--- src/rtl/wb_write_buffer.sv ---
// Writeback stage with a 2-entry write buffer that shares the register-file port with decode reads; writes issue >=1 cycle after accept, oReady drops when both entries are held.
// Define WB_BYPASS_EN to add combinational forwarding of pending (uncommitted) writes to decode.
module wb_write_buffer #(
  parameter int DATA_W     = 32,
  parameter int REG_ADDR_W = 5,
  parameter int STARVE_MAX = 4,
  parameter int CNT_W      = 32
) (
  input  logic                  iClk,
  input  logic                  iReset,
  input  logic                  iValid,
  output logic                  oReady,
  input  logic                  iRegWrite,
  input  logic                  iMemToReg,
  input  logic [REG_ADDR_W-1:0] iDestReg,
  input  logic [DATA_W-1:0]     iAluResult,
  input  logic [DATA_W-1:0]     iMemData,
  input  logic [1:0]            iLoadSize,
  input  logic                  iLoadUnsigned,
  input  logic [1:0]            iByteOff,
  input  logic                  iRdReq,
  output logic                  oRegWr,
  output logic [REG_ADDR_W-1:0] oWrReg3,
  output logic [DATA_W-1:0]     oWrData,
  output logic                  oRdStall,
  output logic [CNT_W-1:0]      oRetireCnt
`ifdef WB_BYPASS_EN
  ,
  input  logic [REG_ADDR_W-1:0] iRdAddr1,
  input  logic [REG_ADDR_W-1:0] iRdAddr2,
  output logic                  oFwd1Hit,
  output logic                  oFwd2Hit,
  output logic [DATA_W-1:0]     oFwd1Data,
  output logic [DATA_W-1:0]     oFwd2Data
`endif
);

  localparam int SW = $clog2(STARVE_MAX + 1);

  typedef struct packed {
    logic [REG_ADDR_W-1:0] rd;
    logic [DATA_W-1:0]     dat;
  } ent_t;

  ent_t            ent0, ent1, new_ent;
  logic [1:0]      count;
  logic [SW-1:0]   starve;
  logic            accept, push, pop, force_wr;
  logic [7:0]      ld_byte;
  logic [15:0]     ld_half;
  logic [DATA_W-1:0] ld_ext;

  assign oReady   = (count < 2'd2);
  assign accept   = iValid & oReady;
  assign push     = accept & iRegWrite & (iDestReg != '0);
  assign force_wr = (starve == SW'(STARVE_MAX));
  assign oRegWr   = (count != 2'd0) & (~iRdReq | force_wr);
  assign pop      = oRegWr;
  assign oWrReg3  = oRegWr ? ent0.rd  : '0;
  assign oWrData  = oRegWr ? ent0.dat : '0;
  assign oRdStall = oRegWr & iRdReq;

  // Little-endian lane select, then extension; size 2'b11 falls through to word.
  always_comb begin
    ld_byte = iMemData[{iByteOff, 3'b000} +: 8];
    ld_half = iByteOff[1] ? iMemData[31:16] : iMemData[15:0];
    case (iLoadSize)
      2'b01:   ld_ext = iLoadUnsigned ? {{(DATA_W-16){1'b0}}, ld_half}
                                      : {{(DATA_W-16){ld_half[15]}}, ld_half};
      2'b10:   ld_ext = iLoadUnsigned ? {{(DATA_W-8){1'b0}}, ld_byte}
                                      : {{(DATA_W-8){ld_byte[7]}}, ld_byte};
      default: ld_ext = iMemData;
    endcase
    new_ent.rd  = iDestReg;
    new_ent.dat = iMemToReg ? ld_ext : iAluResult;
  end

  // ent0 is always the head; a pop shifts ent1 down.
  always_ff @(posedge iClk) begin
    if (iReset) begin
      count      <= 2'd0;
      starve     <= '0;
      oRetireCnt <= '0;
      ent0       <= '0;
      ent1       <= '0;
    end else begin
      if (accept)
        oRetireCnt <= oRetireCnt + 1'b1;
      case ({push, pop})
        2'b10: begin
          if (count == 2'd0) ent0 <= new_ent;
          else               ent1 <= new_ent;
          count <= count + 2'd1;
        end
        2'b01: begin
          ent0  <= ent1;
          count <= count - 2'd1;
        end
        2'b11: ent0 <= new_ent;
        default: ;
      endcase
      if (pop || count == 2'd0)
        starve <= '0;
      else if (iRdReq && !force_wr)
        starve <= starve + 1'b1;
    end
  end

`ifdef WB_BYPASS_EN
  // Youngest pending entry wins when both match.
  always_comb begin
    oFwd1Hit  = 1'b0;
    oFwd1Data = '0;
    oFwd2Hit  = 1'b0;
    oFwd2Data = '0;
    if (iRdAddr1 != '0) begin
      if (count == 2'd2 && ent1.rd == iRdAddr1) begin
        oFwd1Hit  = 1'b1;
        oFwd1Data = ent1.dat;
      end else if (count != 2'd0 && ent0.rd == iRdAddr1) begin
        oFwd1Hit  = 1'b1;
        oFwd1Data = ent0.dat;
      end
    end
    if (iRdAddr2 != '0) begin
      if (count == 2'd2 && ent1.rd == iRdAddr2) begin
        oFwd2Hit  = 1'b1;
        oFwd2Data = ent1.dat;
      end else if (count != 2'd0 && ent0.rd == iRdAddr2) begin
        oFwd2Hit  = 1'b1;
        oFwd2Data = ent0.dat;
      end
    end
  end
`endif

endmodule

--- config.mk ---
export PLATFORM = sky130hd
export DESIGN_NAME = wb_write_buffer
export DESIGN_NICKNAME = d
export VERILOG_FILES = /design/src/rtl/wb_write_buffer.sv
export SDC_FILE = /design/constraint.sdc
export NUM_CORES = 1
export LEC_CHECK = 0
export CAP_MARGIN = 30
export CORE_ASPECT_RATIO = 1.75
export CORE_MARGIN = 5
export CORE_UTILIZATION = 53
export CTS_CLUSTER_DIAMETER = 120
export CTS_CLUSTER_SIZE = 16
export DETAILED_ROUTE_END_ITERATION = 16
export PLACE_DENSITY = 0.95
export SYNTH_ARGS = -nofsm -noshare
export SYNTH_HDL_FRONTEND = slang
export SYNTH_SLANG_ARGS = --single-unit
--- constraint.sdc ---
create_clock -name iClk -period 6.15 [get_ports iClk]
set_input_delay 1.23 -clock iClk [delete_from_list [all_inputs] [get_ports iClk]]
set_output_delay 1.23 -clock iClk [all_outputs]
set_load 0.02 [all_outputs]
* Yosys cells after proc, flatten, opt, wreduce, memory -nomap -nowiden
Index checks and enable logic that the tools add are counted.
** Word-level totals
- Word-level logic and storage cells :: 49
- Input port bits :: 80
- Output and inout bits :: 72
- Bits in registers :: 111
** Operators by class
- Bitwise gates (word level) :: 8
- Shifts and indexed selects :: 1
- Order comparisons :: 1
- Add/subtract/negate cells :: 4
- Reduce and logical (&&, ||, !) cells :: 11
- Multiplexer cells :: 10
- Equal/unequal tests :: 7
** Operators by type and width (number)
- 32-bit two-way mux :: 4
- 37-bit case mux with 3 select lines :: 1
- 32-bit case mux with 2 select lines :: 1
- 37-bit two-way mux :: 1
- 32-bit by 1-bit adder with 32-bit output, second input constant :: 1
- 32-bit by 6-bit indexed part select with 8-bit output :: 1
- 16-bit two-way mux :: 1
- 2-bit == test, second input constant :: 3
- 1-bit AND :: 5
- 5-bit two-way mux :: 1
- 5-bit nonzero test :: 1
- 2-bit by 1-bit == test with 1-bit output, second input constant :: 2
- 2-bit case mux with 2 select lines :: 1
- 2-bit AND reduction :: 2
- 2-bit nonzero test :: 2
- 3-bit by 1-bit adder with 3-bit output, second input constant :: 1
- 3-bit == test, second input constant :: 1
- 3-bit nonzero test :: 1
- 2-bit by 1-bit adder with 2-bit output, second input constant :: 1
- 2-bit logical NOT :: 1
- 2-bit less-than comparator, second input constant :: 1
- 2-bit inequality test, second input constant :: 1
- 1-bit NOT :: 2
- 2-bit OR reduction :: 1
- other kinds (5) :: 5

* Longest topological paths before layout
Gate-level depths: netlist (run 1).
- Depth after elaboration :: 7
- Depth in mapped cells :: 12
- Depth with buffers taken out :: 10

* Worst setup path after synthesis (run 1)
OpenSTA, ideal clock, no wires.
- Path kind :: input -> output
- From :: input port iRdReq
- To :: output port oWrData[23]
- Arrival :: 2.110 ns
- Cell stages on the path :: 3
- Required time :: 4.920 ns
- Slack :: 2.810 ns
- Path buffers :: 1
- Cell sequence :: a21oi_2 > clkbuf_1 > and2_1
** Between the ends
- Longest elaborated chain between the ends :: 4
** Ends and longest elaborated chain
- start, declared :: RTL line 21 : input logic iRdReq,
- 1-bit NOT :: RTL line 57 : assign oRegWr = (count != 2'd0) & (~iRdReq | force_wr);
- 1-bit bitwise OR :: RTL line 57
- 1-bit AND :: RTL line 57
- net oRegWr :: RTL line 22 : output logic oRegWr,
- 32-bit two-way mux :: RTL line 60 : assign oWrData = oRegWr ? ent0.dat : '0;
- end, declared :: RTL line 24 : output logic [DATA_W-1:0] oWrData,
The timed path passes the listed nets, and every way through them passes these cells.

* Final worst setup path (run 1)
- From :: input port iRdReq
- To :: output port oWrData[8]
** Between the ends
- Longest elaborated chain between the ends :: 4
** Ends and longest elaborated chain (RTL line)
- 1-bit NOT :: 57
- 1-bit bitwise OR :: 57
- 1-bit AND :: 57
- 32-bit two-way mux :: 60
No other way between the ends.

==> results.yml, run 1 <==
status:
  status: "completed"
placed_design:
  hpwl_mm: 12.7
  gp_congestion: 0.949
  port_buffers: 151
cts:
  cts-root-buf: "clkbuf_16"
  cts_buffers: 9
  cts_tree: "yes"
  clk_pin_slew_ps: 80
  ctsResizeCount: 0
  clk_latency_ps: 350
  cts_setup_buffers: 0
  cts_buffer_depth: 2
  cts.sinks: 111
  htreeDepth: 3
  hold_buffers: 0
final_layout:
  utilization_pct: 71.5
  n_antenna_cell: 0
  drive_gt1_share_pct: 6.55
  areaGrowthSynthToFinish_pct: 31.9
  layout_common_cells: "clkdlybuf4s50_1, nor2_1, dfxtp_1"
  multi_input_area_mm2: 0.00331
  fill_cells: 825
  seq_area_mm2: 0.00222
  final_common_cell: "clkdlybuf4s50_1"
  nets: 907
routing:
  wl_per_cell_um: 17.9
  final_antenna_net_count: 0
  drcViolationCount: 0
  dr.pass1.iters: 6
  vias_per_cell: 5.96
  drt-total-wl_mm: 17.1
  vias: 5693
  drtIter0Drc: 416
setup_path:
  reg2reg_depth: 7
  required_ps: 4920
  startpoint_type: "input port"
  critPathMaxFanout: 43
  worstSetupPathType: "in2out"
  r2r-start: "count[1]$_SDFFE_PP0P_"
  r2r_end: "ent0[7]$_SDFFE_PP0P_"
  critPathCaptureType: "output port"
  crit_arrival_ps: 3000
  rrSetupSlack_ps: 3280
die:
  fp.dieW_um: 89.0
  die_y_um: 148
  rows: 50
  ioPinCount: 152
  start_util_pct: 54.2
  coreArea_mm2: 0.0107
  dieArea_mm2: 0.0132
global_routing:
  top_usage_layer: "met2"
  grt_max_degree: 96
  grt_util_met2_pct: 45.8
  met1_usage_pct: 28.8
  grt_pass1_wl_mm: 26.9
  grt_pass1_vias: 5507
  grt_usage_pct: 25.8
  use_met3_pct: 4.49
  overflow: 0
  antenna_found_initial: 0
min_path:
  hp-start: "ent1[12]$_SDFFE_PP0P_"
  min_to: "ent1[12]$_SDFFE_PP0P_"
  min_path_cells: 2
  hp-class: "reg2reg"
synth:
  synth-edff-count: 0
  synth_nets: 791
  async_flop_share_pct: 0
  yosysWarnings: 0
  synth.distinct_cells: 49
  synth-seq-cells: 111
  syn_avg_cell_area_um2: 8.23
  synth-main-ff-cell: "dfxtp_1"
  postSynthCellCount: 704
  seq_area_frac_synth_pct: 38.4
  syn_area_mm2: 0.00579
power_and_ir_drop:
  comb_power_share_pct: 33.1
  p_clk_share_pct: 26.4
  swShare_pct: 36.7
  internal_power_mw: 1.42
  p_per_area_mw_per_mm2: 294
  power_frac_seq_pct: 40.5
  p_switching_uw: 824
  p_leak_nw: 2.75
  ir_drop_uv: 191
sta:
  fin_crit_sh_pct: 68.8
  drv_slew: 0
  fin_crit_ps: 4230
  final.setup_skew_ps: 7.09
  setup-violations-final: 0
  slew_headroom_pct: 34.8
  fmax_ghz: 0.236
  tightest_slew_ps: 979
  rsz0062_at_grt: "false"
  fin_tns_setup_ps: 0
  final_hold_viol_count: 0
job:
  maxCapViolCount: 0
==> synth_stat cells (3+ instances only) <==
cell type | number | area share, %
nor2_1 | 118 | 7.6
dfxtp_1 | 111 | 38
and2_1 | 49 | 5.3
nand2_1 | 46 | 3.0
clkbuf_1 | 42 | 2.7
a211oi_1 | 29 | 3.8
xor2_1 | 25 | 3.8
a21oi_1 | 23 | 2.0
a22oi_1 | 22 | 2.9
nor3_1 | 21 | 1.8
o22ai_1 | 21 | 2.3
nand3b_1 | 19 | 2.5
nor3b_1 | 16 | 2.1
nand4_1 | 15 | 1.6
inv_1 | 14 | 0.91
nand3_1 | 14 | 1.2
o21ai_0 | 12 | 1.0
o41ai_2 | 10 | 2.8
buf_2 | 9 | 0.78
a221oi_1 | 8 | 1.2
xnor2_1 | 8 | 1.2
a31oi_1 | 7 | 0.76
and3_1 | 7 | 0.76
ha_1 | 7 | 1.5
mux2_2 | 7 | 1.4
mux2i_1 | 7 | 1.2
o41ai_1 | 6 | 0.91
and4_1 | 3 | 0.45
nand2b_1 | 3 | 0.32
nor2b_1 | 3 | 0.32
==> per-layer routing <==
metal,wire length [um],share of wire (%)
met2,8850,52
met1,6230,36
met5,0,0
met4,806,4.7
met3,1190,7.0
==> cell type report <==
| type | instances | share of cell area, % |
|---|---|---|
| tap | 130 | 2.13 |
| multi-input combinational | 524 | 43.3 |
| clock inverter | 7 | 1.13 |
| timing repair buffer | 160 | 20.7 |
| sequential | 111 | 29.1 |
| clock buffer | 9 | 2.95 |
| inverter | 14 | 0.688 |
==> cell families after synthesis <==
logic type / after synthesis / share of synthesized area [%]
AOI/OAI and AO/OA: 148 / 19.4
adders and majority gates: 7 / 1.51
muxes: 16 / 3.09
xor gates and xnor gates: 33 / 4.99
DFF: 111 / 38.4
and+or+nand+nor: 320 / 27.7
buffers and inverters: 69 / 4.94
==> state kept, by name, indices dropped and copies added (netlist names) <==
signal and count:
oRetireCnt 32, count 2, ent1 37, starve 3, ent0 37
==> critical path, stage by stage <==
cell,delay (ps)
clkdlybuf4s50_1,450
a21oi_2,120
buf_4,360
and2_1,220
clkdlybuf4s50_1,610
==> worst max path at each step <==
| stage | from | end | slack, ps | cells past startpoint |
|---|---|---|---|---|
| 4_1_cts | iRdReq | oWrData[8] | 1900 | 5 |
| 2_1_floorplan | iRdReq | oWrData[23] | 2810 | 3 |
| 3_3_place_gp | iRdReq | oWrReg3[1] | 1980 | 5 |
| 5_1_grt | iRdReq | oWrData[8] | 1830 | 5 |
| 3_5_place_dp | iRdReq | oWrReg3[0] | 1930 | 5 |
| 6_report | iRdReq | oWrData[8] | 1920 | 5 |
==> metrics by stage <==
step | total power, mW | setup WS (ps) | cells | hold WS, ps | cell area (um2)
after floorplan | 1.39 | 2810 | 704 | 417 | 5790
after global placement | 1.63 | 1980 | 938 | 431 | 7320
after detailed placement | 1.66 | 1930 | 939 | 447 | 7330
after CTS | 2.26 | 1900 | 955 | 462 | 7640
after global routing | 2.37 | 1830 | 955 | 497 | 7640
final | 2.25 | 1920 | 955 | 462 | 7640
==> power by group through the flow <==
stage | registers, mW | clock network (mW) | logic, mW
floorplan | 0.896 | 0 | 0.496
global placement | 0.923 | 0 | 0.710
detailed placement | 0.925 | 0 | 0.734
CTS | 0.910 | 0.605 | 0.740
global route | 0.923 | 0.632 | 0.814
finish | 0.910 | 0.592 | 0.743
No activity file was read; power rests on OpenSTA's default activity.
==> run 2, diff against run 1 <==
CORE_UTILIZATION = 49   (was 53)
PLACE_DENSITY = 0.91   (was 0.95)
clock period = 4.1 ns   (was 6.15 ns; I/O delays follow)
==> run 2 against run 1 <==
Effect of this change: final cell count up 2.0%; power up 53%; first-iteration DRC count up 0.96%; register-to-register slack worse by 1900 ps; highest routed layer unchanged; clock skew up 1.4 ps.
==> results.yml, run 2 (synthesis results as in run 1) <==
setup_path:
  cp_cell_sequence: "clkdlybuf4s50_1 -> a21oi_2 -> buf_4 -> and2_1 -> clkdlybuf4s50_1"
  cp_num_cells: 5
  startpoint_type: "input port"
  critPathBufInv: 3
  cpPeakStageDelay_ps: 620
  worstSetupPathType: "in2out"
  crit_start: "iRdReq"
  path_delay_family: "buffers and inverters"
  critPathMaxFanout: 43
  required_ps: 3280
  r2r-start: "starve[0]$_SDFFE_PP0P_"
  reg2reg_depth: 10
  critPathCaptureType: "output port"
  slowest_stage: "clkdlybuf4s50_1"
  crit_top_cell: "clkdlybuf4s50_1"
  crit_arrival_ps: 2670
sta:
  slew_headroom_pct: 52.1
  fin_crit_sh_pct: 85.1
  fin_crit_ps: 3490
  final.setup_skew_ps: 8.51
  fin_tns_setup_ps: 0
  setup-violations-final: 0
  final_hold_viol_count: 0
  tightest_slew_ps: 719
  drv_slew: 0
  rsz0062_at_grt: "false"
  fmax_ghz: 0.287
routing:
  dr.pass1.iters: 5
  vias: 5770
  drcViolationCount: 0
  final_antenna_net_count: 0
  vias_per_cell: 5.92
  drtIter0Drc: 420
  drt-total-wl_mm: 17.4
  wl_per_cell_um: 17.9
placed_design:
  placed_cell_area_mm2: 0.00744
  hpwl_mm: 13.2
  gp_congestion: 0.950
  port_buffers: 151
cts:
  cts-root-buf: "clkbuf_16"
  cts.sinks: 111
  clk_pin_slew_ps: 80
  ctsResizeCount: 0
  cts_buffers: 9
  htreeDepth: 3
  cts_setup_buffers: 0
  clk_latency_ps: 350
  cts_tree: "yes"
  cts_buffer_depth: 2
  hold_buffers: 0
global_routing:
  overflow: 0
  antenna_found_initial: 0
  grt_pass1_wl_mm: 27.7
  grt_pass1_vias: 5703
  grt_max_degree: 70
  grt_usage_pct: 24.4
die:
  rows: 52
  start_util_pct: 50.0
  coreArea_mm2: 0.0116
  fp.dieW_um: 92.2
  ioPinCount: 152
  dieArea_mm2: 0.0142
  die_y_um: 154
final_layout:
  design_area_mm2: 0.00776
  seq_area_mm2: 0.00222
  reg_top3: "ent0 x37, ent1 x37, oRetireCnt x32"
  nets: 921
  multi_input_area_mm2: 0.00331
  final_common_cell: "clkdlybuf4s50_1"
  fill_cells: 920
  n_antenna_cell: 0
  drive_gt1_share_pct: 8.10
  areaGrowthSynthToFinish_pct: 33.9
  layout_common_cells: "clkdlybuf4s50_1, nor2_1, dfxtp_1"
power_and_ir_drop:
  p_leak_nw: 2.83
  p_per_area_mw_per_mm2: 443
  ir_drop_uv: 239
job:
  maxCapViolCount: 0
min_path:
  hp-class: "reg2reg"
  min_path_cells: 2
  hp-start: "ent1[14]$_SDFFE_PP0P_"
status:
  status: "completed"
## run 2: changes by cell type in the layout (fill, tap and decap cells not counted), sizes merged
cell | before | now
buf | 10 | 24
bufinv | 0 | 1
clkbuf | 9 | 10
clkinv | 3 | 1
## run 2: stage by stage
step	total power [mW]	hold slack (ps)	instances	setup WS, ps	utilization, %
2_1_floorplan	2.09	417	704	1390	-
3_3_place_gp	2.49	429	958	711	64.2
3_5_place_dp	2.52	442	958	614	64.2
4_1_cts	3.45	458	974	611	67.0
5_1_grt	3.63	479	974	499	67.0
6_report	3.44	456	974	611	67.0
## run 2: worst min-delay path: stages, from the launching register on
cell     delay, ps
dfxtp_1        310
nand2_1         50
a21oi_1         50
## run 2: cell type report
cell class	instances	area share [%]
tap	135	2.18
timing repair buffer	174	21.7
inverter	14	0.677
clock inverter	6	1.08
clock buffer	10	3.08
multi-input combinational	524	42.7
sequential	111	28.6
## run 2: final timing paths
kind | end | slack [ps]
worst max-delay path | oWrData[26] | 610
worst min-delay path | ent1[14]$_SDFFE_PP0P_ | 460
worst max register to register | ent0[29]$_SDFFE_PP0P_ | 1370
worst min register to register | ent1[14]$_SDFFE_PP0P_ | 460
## run 2: metal layers
layer,global-route usage [%],vias up,routed length (um),share of wire [%]
met4,17.2,0,1010,5.8
met3,3.72,62,985,5.7
met2,43.7,263,9180,53
li1,-,2764,-,-
met1,25.6,2681,6230,36
met5,0,-,0,0
## run 2: report_power, final
part / switching [mW] / internal, mW / leakage (nW)
sequential: 0.117 / 1.25 / 0.902
combinational: 0.673 / 0.468 / 1.77
clock: 0.423 / 0.507 / 0.159
